===== config.mk =====
export PLATFORM = sky130hd
export DESIGN_NAME = lc3_fetch_prefetch
export DESIGN_NICKNAME = d
export VERILOG_FILES = /design/src/rtl/lc3_fetch_prefetch.sv
export SDC_FILE = /design/constraint.sdc
export NUM_CORES = 1
export LEC_CHECK = 0
export CAP_MARGIN = 20
export CORE_MARGIN = 2
export CORE_UTILIZATION = 30
export CTS_BUF_LIST = sky130_fd_sc_hd__clkbuf_2
export DETAILED_ROUTE_END_ITERATION = 7
export PLACE_DENSITY = 0.57
export SLEW_MARGIN = 40
export SYNTH_ARGS = -nofsm -noshare
export SYNTH_HDL_FRONTEND = slang
export SYNTH_SLANG_ARGS = --single-unit
export TNS_END_PERCENT = 30

===== constraint.sdc =====
create_clock -name clock -period 3.55 [get_ports clock]
set_clock_uncertainty 0.1 [all_clocks]
set_input_delay 0.71 -clock clock [delete_from_list [all_inputs] [get_ports clock]]
set_output_delay 0.71 -clock clock [all_outputs]
set_load 0.005 [all_outputs]

===== src/rtl/lc3_fetch_prefetch.sv =====
`default_nettype none
// ============================================================================
// Module   : lc3_fetch_prefetch
// Purpose  : LC3 instruction fetch stage. It keeps the fetch PC and issues
//            one instruction-memory read at a time. Returned words are
//            buffered with their PCs in a small circular prefetch queue.
//            The queue head is presented to decode through a valid/ready
//            handshake. A taken branch redirects the fetch PC and flushes
//            the queue.
// Revision : 1.0 - initial release
// ----------------------------------------------------------------------------
// Parameters
//   DEPTH        prefetch queue entries (power of two, >= 2)
//   RESET_PC     fetch PC after reset
// Ports
//   clock        in   rising-edge clock
//   reset        in   asynchronous active-high reset
//   enable_fetch in   permits new memory requests
//   br_taken     in   redirect strobe
//   taddr        in   redirect target PC
//   imem_rd      out  registered one-cycle read strobe
//   imem_addr    out  registered read address, held between strobes
//   imem_rdata   in   read data, qualified by imem_valid
//   imem_valid   in   read response strobe
//   instr_valid  out  queue not empty
//   instr_ready  in   decode accepts the head entry
//   instr_dout   out  head instruction (0 when empty)
//   pc           out  head PC (0 when empty)
//   npc          out  head PC + 1 (0 when empty)
// ============================================================================
module lc3_fetch_prefetch #(
  parameter int          DEPTH    = 2,
  parameter logic [15:0] RESET_PC = 16'h3000
) (
  input  logic        clock,
  input  logic        reset,
  input  logic        enable_fetch,
  input  logic        br_taken,
  input  logic [15:0] taddr,
  output logic        imem_rd,
  output logic [15:0] imem_addr,
  input  logic [15:0] imem_rdata,
  input  logic        imem_valid,
  output logic        instr_valid,
  input  logic        instr_ready,
  output logic [15:0] instr_dout,
  output logic [15:0] pc,
  output logic [15:0] npc
);

  localparam int             PW      = (DEPTH > 1) ? $clog2(DEPTH) : 1;
  localparam int             CW      = $clog2(DEPTH + 1);
  localparam logic [CW-1:0]  C_DEPTH = CW'(DEPTH);
  localparam logic [CW-1:0]  C_ONE   = CW'(1);

  typedef enum logic [1:0] {
    S_IDLE = 2'd0,  // nothing outstanding
    S_WAIT = 2'd1,  // one live request outstanding
    S_DROP = 2'd2   // one request outstanding, made stale by a redirect
  } state_t;

  state_t            state_q;
  logic [15:0]       fpc_q;
  logic [15:0]       req_pc_q;
  logic [15:0]       imem_addr_q;
  logic              imem_rd_q;
  // Set once a request has been issued since reset; a response in IDLE is
  // only a protocol error if some request could have produced it.
  logic              armed_q;

  logic [PW-1:0]     rd_ptr_q;
  logic [PW-1:0]     wr_ptr_q;
  logic [CW-1:0]     count_q;
  logic [15:0]       q_pc_mem   [DEPTH];
  logic [15:0]       q_data_mem [DEPTH];

  logic              head_valid;
  logic              do_push;
  logic              do_pop;
  logic              can_issue;

  assign head_valid = (count_q != '0);
  // A response is only accepted for a live request and loses to a redirect.
  assign do_push    = (state_q == S_WAIT) && imem_valid && !br_taken;
  // A redirect flushes the queue, so a simultaneous pop is meaningless.
  assign do_pop     = head_valid && instr_ready && !br_taken;
  // Issuing only with a free slot and nothing outstanding guarantees the
  // eventual push always finds space.
  assign can_issue  = enable_fetch && (count_q < C_DEPTH);

  // Fetch FSM, request outputs and queue bookkeeping.
  always_ff @(posedge clock or posedge reset) begin
    if (reset) begin
      state_q     <= S_IDLE;
      fpc_q       <= RESET_PC;
      req_pc_q    <= '0;
      imem_addr_q <= RESET_PC;
      imem_rd_q   <= 1'b0;
      armed_q     <= 1'b0;
      rd_ptr_q    <= '0;
      wr_ptr_q    <= '0;
      count_q     <= '0;
    end else begin
      imem_rd_q <= 1'b0;

      case (state_q)
        S_IDLE: begin
          if (br_taken) begin
            fpc_q <= taddr;
          end else if (can_issue) begin
            imem_rd_q   <= 1'b1;
            imem_addr_q <= fpc_q;
            req_pc_q    <= fpc_q;
            fpc_q       <= fpc_q + 16'd1;
            armed_q     <= 1'b1;
            state_q     <= S_WAIT;
          end
        end
        S_WAIT: begin
          if (imem_valid) begin
            // Data is pushed by the queue logic unless a redirect kills it.
            if (br_taken) begin
              fpc_q <= taddr;
            end
            state_q <= S_IDLE;
          end else if (br_taken) begin
            fpc_q   <= taddr;
            state_q <= S_DROP;
          end
        end
        S_DROP: begin
          if (br_taken) begin
            fpc_q <= taddr;
          end
          if (imem_valid) begin
            state_q <= S_IDLE;
          end
        end
        default: begin
          state_q <= S_IDLE;
        end
      endcase

      if (br_taken) begin
        rd_ptr_q <= '0;
        wr_ptr_q <= '0;
        count_q  <= '0;
      end else begin
        if (do_push) begin
          wr_ptr_q <= wr_ptr_q + 1'b1;
        end
        if (do_pop) begin
          rd_ptr_q <= rd_ptr_q + 1'b1;
        end
        case ({do_push, do_pop})
          2'b10:   count_q <= count_q + C_ONE;
          2'b01:   count_q <= count_q - C_ONE;
          default: count_q <= count_q;
        endcase
      end
    end
  end

  // Queue storage carries no reset; entries are only visible via count_q.
  always_ff @(posedge clock) begin
    if (do_push) begin
      q_pc_mem[wr_ptr_q]   <= req_pc_q;
      q_data_mem[wr_ptr_q] <= imem_rdata;
    end
  end

  assign imem_rd     = imem_rd_q;
  assign imem_addr   = imem_addr_q;
  assign instr_valid = head_valid;
  assign instr_dout  = head_valid ? q_data_mem[rd_ptr_q] : 16'h0000;
  assign pc          = head_valid ? q_pc_mem[rd_ptr_q]   : 16'h0000;
  assign npc         = head_valid ? (q_pc_mem[rd_ptr_q] + 16'd1) : 16'h0000;

`ifndef SYNTHESIS
  // A response while idle has no request to belong to.
  a_no_resp_when_idle: assert property (
    @(posedge clock) disable iff (reset)
      !((state_q == S_IDLE) && armed_q && imem_valid)
  ) else $error("lc3_fetch_prefetch: imem_valid with no request outstanding");
`endif

endmodule
`default_nettype wire


## Word level (Yosys, flattened, before mapping)

Memories as Yosys holds them, arrays and structs flattened.
Cells that the tools add are included.

| storage, ports and cells | value |
|---|---|
| output and inout port bits | 66 |
| input bits | 38 |
| memories | 2 |
| bits in registers | 55 |
| RAM bits | 64 |
| word-level logic and storage cells | 68 |

Memory list:

| name | depth | bits a word | rd ports | clocked after Yosys merged registers in | write ports | RTL line | text |
|---|---|---|---|---|---|---|---|
| q_data_mem | 2 | 16 | 1 | 0 | 1 | 75 | `logic [15:0] q_data_mem [DEPTH];` |
| q_pc_mem | 2 | 16 | 1 | 0 | 1 | 74 | `logic [15:0] q_pc_mem [DEPTH];` |

| operators by class | value |
|---|---|
| bitwise gates (word level) | 1 |
| $lt $le $gt $ge | 1 |
| reduce and logical (&&, ||, !) cells | 16 |
| equality and inequality tests | 10 |
| mux-type cells | 24 |
| add/sub/neg operators | 6 |

Operator list:

| kind | count |
|---|---|
| $mux W16 | 6 |
| $add A16 B1 Y16 const B | 2 |
| $pmux W16 S2 | 1 |
| $mux W2 | 6 |
| $mux W1 | 9 |
| $reduce_bool A2 Y1 | 4 |
| $ne A2 B2 Y1 const B | 3 |
| $ne A3 B3 Y1 const B | 2 |
| $pmux W2 S3 | 1 |
| $reduce_and A3 Y1 | 2 |
| $logic_and A1 B1 Y1 | 5 |
| $eq A2 B1 Y1 const B | 2 |
| $eq A2 B2 Y1 const B | 2 |
| $pmux W2 S2 | 1 |
| $reduce_and A4 Y1 | 1 |
| $reduce_bool A3 Y1 | 1 |
| $add A1 B1 Y1 const B | 2 |
| $add A2 B1 Y2 const B | 1 |
| $logic_not A2 Y1 | 1 |
| $lt A2 B2 Y1 const B | 1 |
| $ne A2 B1 Y1 const B | 1 |
| $reduce_or A2 Y1 | 1 |
| $sub A2 B1 Y2 const B | 1 |
| $logic_not A1 Y1 | 1 |
| $not A1 Y1 | 1 |

## Longest topological paths before layout

| depth | value |
|---|---|
| word-level depth | 6 |
| gate-level depth with buffers | 9 |

## Least setup slack after synthesis

No wires, ideal clock.

| timing | value |
|---|---|
| path type | input port to flip-flop |
| from | in br_taken |
| to | mem q_data_mem[0][0], enable pin |
| required time | 2,989 ps |
| data arrival time | 3,113 ps |
| path slack | -124 ps |
| cell stages on the path | 2 |
| cells stage by stage | buf_2 > nor3_1 |

| between the ends | value |
|---|---|
| cells in the longest elaborated chain, start to end | 4 |

Ends and longest elaborated chain:

| item | RTL line | text |
|---|---|---|
| start, declared | 38 | `input logic br_taken,` |
| $logic_not A1 Y1 | 84 | `assign do_push = (state_q == S_WAIT) && imem_valid && !br_taken;` |
| $logic_and A1 B1 Y1 | 84 |  |
| $mux W1 | 166 | `if (do_push) begin` |
| $mux W1 (implied by the code) | 168 | `q_data_mem[wr_ptr_q] <= imem_rdata;` |
| end, declared | 75 |  |

Every way passes these cells.

## Worst setup path in the final report

| timing | value |
|---|---|
| from | reg rd_ptr_q |
| to | out npc[9] |

| between the ends | value |
|---|---|
| cells in the longest elaborated chain, start to end | 3 |

Ends and longest elaborated chain:

| item | RTL line | text |
|---|---|---|
| start, declared | 71 | `logic [PW-1:0] rd_ptr_q;` |
| start signal, assigned | 153 | `rd_ptr_q <= rd_ptr_q + 1'b1;` |
| $mem_v2 Z2 W16 | - |  |
| $add A16 B1 Y16 | 177 | `assign npc = head_valid ? (q_pc_mem[rd_ptr_q] + 16'd1) : 16'h0000;` |
| $mux W16 | 177 |  |
| end, declared | 48 | `output logic [15:0] npc` |

Every way passes these cells.

==> impl_metrics.json <==
{
  "outcome": "completed",
  "drtPass1Iterations": 4,
  "ys.flop_type": "edfxtp_1",
  "layout-drive-gt1-share_pct": 17.07,
  "postPlaceCellArea_mm2": 0.006271,
  "post_drt_wl_per_cell_um": 16.39,
  "die_x_um": 133.8,
  "floorplan.initialDensity_pct": 30.60,
  "internal_power_mw": 2.840,
  "clkTransAtPathRegs_ps": 290,
  "clk_latency_ps": 600,
  "synthesis.area_mm2": 0.005057,
  "critPathKind": "flip-flop to output port",
  "clock-sinks": 105,
  "via_count": 3675,
  "crit_path_max_fanout": 7,
  "synth_nets": 470,
  "die_height_um": 133.8,
  "power.density_mw_per_mm2": 651.4,
  "ant_nets": 0,
  "timing.rr.end": "fpc_q[7]$_DFFE_PP0P_",
  "grt_max_degree": 40,
  "crit_required_ps": 2740,
  "switching_power_mw": 1.480,
  "yosysUniqueCellTypes": 52,
  "relSlewSlack_pct": 57.88,
  "synthTopCellsByArea": "edfxtp_1, dfrtp_1, mux2i_1, mux2_2, nor2_1",
  "synth_seq_area_share_pct": 58.39,
  "drt-initial-drc-count": 208,
  "maxCapViolCount": 0,
  "syn_area_per_cell_um2": 11.87,
  "p_clk_share_pct": 16.4,
  "grt_first_pass_wirelength_mm": 19.97,
  "vdd_drop_max_mv": 0.2652,
  "fmax_ghz": 0.2849,
  "setup_viol": 0,
  "period_share_pct": 98.88,
  "h-tree-depth": 3,
  "nNetsFinal": 572,
  "cts_buffers": 9,
  "start_kind": "flip-flop",
  "min_period_ps": 3510,
  "first_global_vias": 3706,
  "sequentialPowerShare_pct": 45.7,
  "async_flop_share_pct": 39.05,
  "post-route-cell-area_mm2": 0.006631,
  "met3_usage_pct": 2.910,
  "num-fill-cells": 1578,
  "hold_violations": 0,
  "worstHoldPathType": "input pin to async pin",
  "synthCells": 426,
  "drc": 0,
  "clk_path_buf_depth": 2,
  "sw_frac_of_total_pct": 34.26,
  "r2r_start": "state_q[0]$_DFFE_PP0P_",
  "rsz0062_at_grt": "yes",
  "gp_congestion": 0.7717,
  "hpwl_mm": 8.702,
  "slew_violations": 0,
  "dieArea_mm2": 0.01791,
  "endpoint_kind": "output port",
  "worstMarginPinSlew_ps": 631.6,
  "core_mm2": 0.01652,
  "track_usage_pct": 14.31,
  "yosys.area.top_type": "edfxtp_1",
  "ctsHoldBuffers": 0,
  "wl_mm": 12.35,
  "grt-ovfl-total": 0,
  "io_buffers": 103,
  "clockRootBuffer": "clkbuf_2",
  "io_pins": 104,
  "ys_ff_latch": 105,
  "yosysMostFrequentCell": "edfxtp_1",
  "synth-warning-count": 0,
  "tritoncts": "built",
  "p_comb_share_pct": 37.9,
  "viasPerCell": 4.880,
  "antenna_found_initial": 0,
  "cellLeakagePower_nw": 2.471,
  "synth-edff-count": 64,
  "area_growth_pct": 31.12,
  "reg2reg_depth": 5,
  "top_usage_layer": "met2",
  "synth_top_area_share_pct": 38.00,
  "crit_arrival_ps": 2700,
  "num_antenna_cells": 0,
  "rows": 47,
  "r2r_slack_ps": 1450,
  "grt_util_met1_pct": 20.45,
  "grt_use_met2_pct": 21.74,
  "synthTopCellsByCount": "edfxtp_1, nor2_1, dfrtp_1",
  "fin_util_pct": 40.13
}
## flip-flops by register name, summed over array words and instances (netlist names)
name	flops
state_q	2
fpc_q	16
count_q	2
wr_ptr_q	1
req_pc_q	16
q_pc_mem	32
imem_rd	1
imem_addr	2
q_data_mem	32
rd_ptr_q	1
## cell families after synthesis
kind of cell / count (synthesis) / synth area share [%]
AND/OR/NAND/NOR: 129 / 13.14
adder cells (fa/ha/maj): 6 / 1.484
flip-flops: 105 / 58.39
AO/OA/AOI/OAI: 77 / 10.02
multiplexers: 52 / 10.81
XOR/XNOR: 6 / 1.039
buffers and inverters: 51 / 5.121
## worst max-delay path by stage
stage                          from      end  slack, ps  cells past startpoint
5_1_grt        rd_ptr_q$_DFFE_PP0P_   npc[9]       -110                      8
6_report       rd_ptr_q$_DFFE_PP0P_   npc[9]         40                      8
3_5_place_dp   rd_ptr_q$_DFFE_PP0P_  npc[10]        330                      7
2_1_floorplan  rd_ptr_q$_DFFE_PP0P_  npc[14]        610                      9
4_1_cts        rd_ptr_q$_DFFE_PP0P_  npc[14]       -170                      7
3_3_place_gp   rd_ptr_q$_DFFE_PP0P_  npc[14]        340                      6
## layout make-up
cell class / count / area (um2) / share of cell area [%]
Clock buffer: 10 / 50.05 / 0.7547
Clock inverter: 6 / 115.1 / 1.736
Inverter: 13 / 48.80 / 0.7358
Multi-Input combinational cell: 270 / 1937 / 29.21
Sequential cell: 105 / 2954 / 44.55
Tap cell: 220 / 275.3 / 4.151
Timing Repair Buffer: 129 / 1251 / 18.87
## stage by stage
stage / setup slack (ps) / setup TNS (ps) / hold slack, ps / power [mW] / cells
5_1_grt: -112.5 / -181.8 / 246.4 / 4.626 / 753
2_1_floorplan: 607.9 / 0 / 342.1 / 2.958 / 426
3_5_place_dp: 331.3 / 0 / 363.0 / 3.607 / 723
4_1_cts: -166.7 / -295.0 / 232.9 / 4.364 / 748
6_report: 39.69 / 0 / 262.0 / 4.320 / 753
3_3_place_gp: 336.3 / 0 / 368.3 / 3.567 / 723
## metal layers
layer  wire, um  vias to the layer above  part of all wire, %
met5          0                        -                    0
met4        151                        0                  1.2
met3        715                       11                  5.8
met2       5531                      123                   45
met1       5947                     1778                   48
li1           -                     1763                    -
## critical path, stage by stage (launching register included)
cell and delay (ps):
dfrtp_2 550, nand4b_1 240, buf_4 170, a222oi_1 300, buf_4 190, buf_4 110
and2b_1 130, mux2_4 310, buf_6 120
## power by group through the flow
stage | Sequential, mW | Clock [mW] | Combinational (mW)
6_report | 1.97 | 0.709 | 1.64
5_1_grt | 2.03 | 0.790 | 1.80
2_1_floorplan | 1.86 | 0 | 1.10
3_3_place_gp | 1.99 | 0 | 1.58
3_5_place_dp | 2.00 | 0 | 1.60
4_1_cts | 1.98 | 0.738 | 1.65
## cells in the final DEF, fill, tap and decap left out, types with 5 or more instances in the layout
| master | synthesis | final |
|---|---|---|
| and2_1 | 8 | 8 |
| nand4_1 | 13 | 13 |
| nor2_1 | 42 | 40 |
| edfxtp_1 | 64 | 64 |
| o22ai_1 | 10 | 10 |
| nand3_1 | 13 | 13 |
| dlymetal6s2s_1 | 0 | 5 |
| o21ai_0 | 13 | 13 |
| mux2_2 | 20 | 17 |
| nand2_1 | 23 | 23 |
| ha_1 | 6 | 6 |
| clkdlybuf4s50_1 | 0 | 92 |
| dfrtp_1 | 37 | 36 |
| inv_1 | 13 | 12 |
| a21oi_1 | 24 | 22 |
| clkbuf_2 | 0 | 13 |
| mux2i_1 | 31 | 28 |
| and3_1 | 5 | 5 |
| a2bb2oi_1 | 12 | 12 |
| buf_4 | 14 | 22 |
## what timing repair did
action                                 CTS  global route
gates resized for setup                 29            15
cloned                                   0             0
setup buffers                            9             5
pin swaps                                5             7
setup endpoints to repair               11            12
endpoints found under the hold margin    0             0
Power figures use the tool's default switching activity.
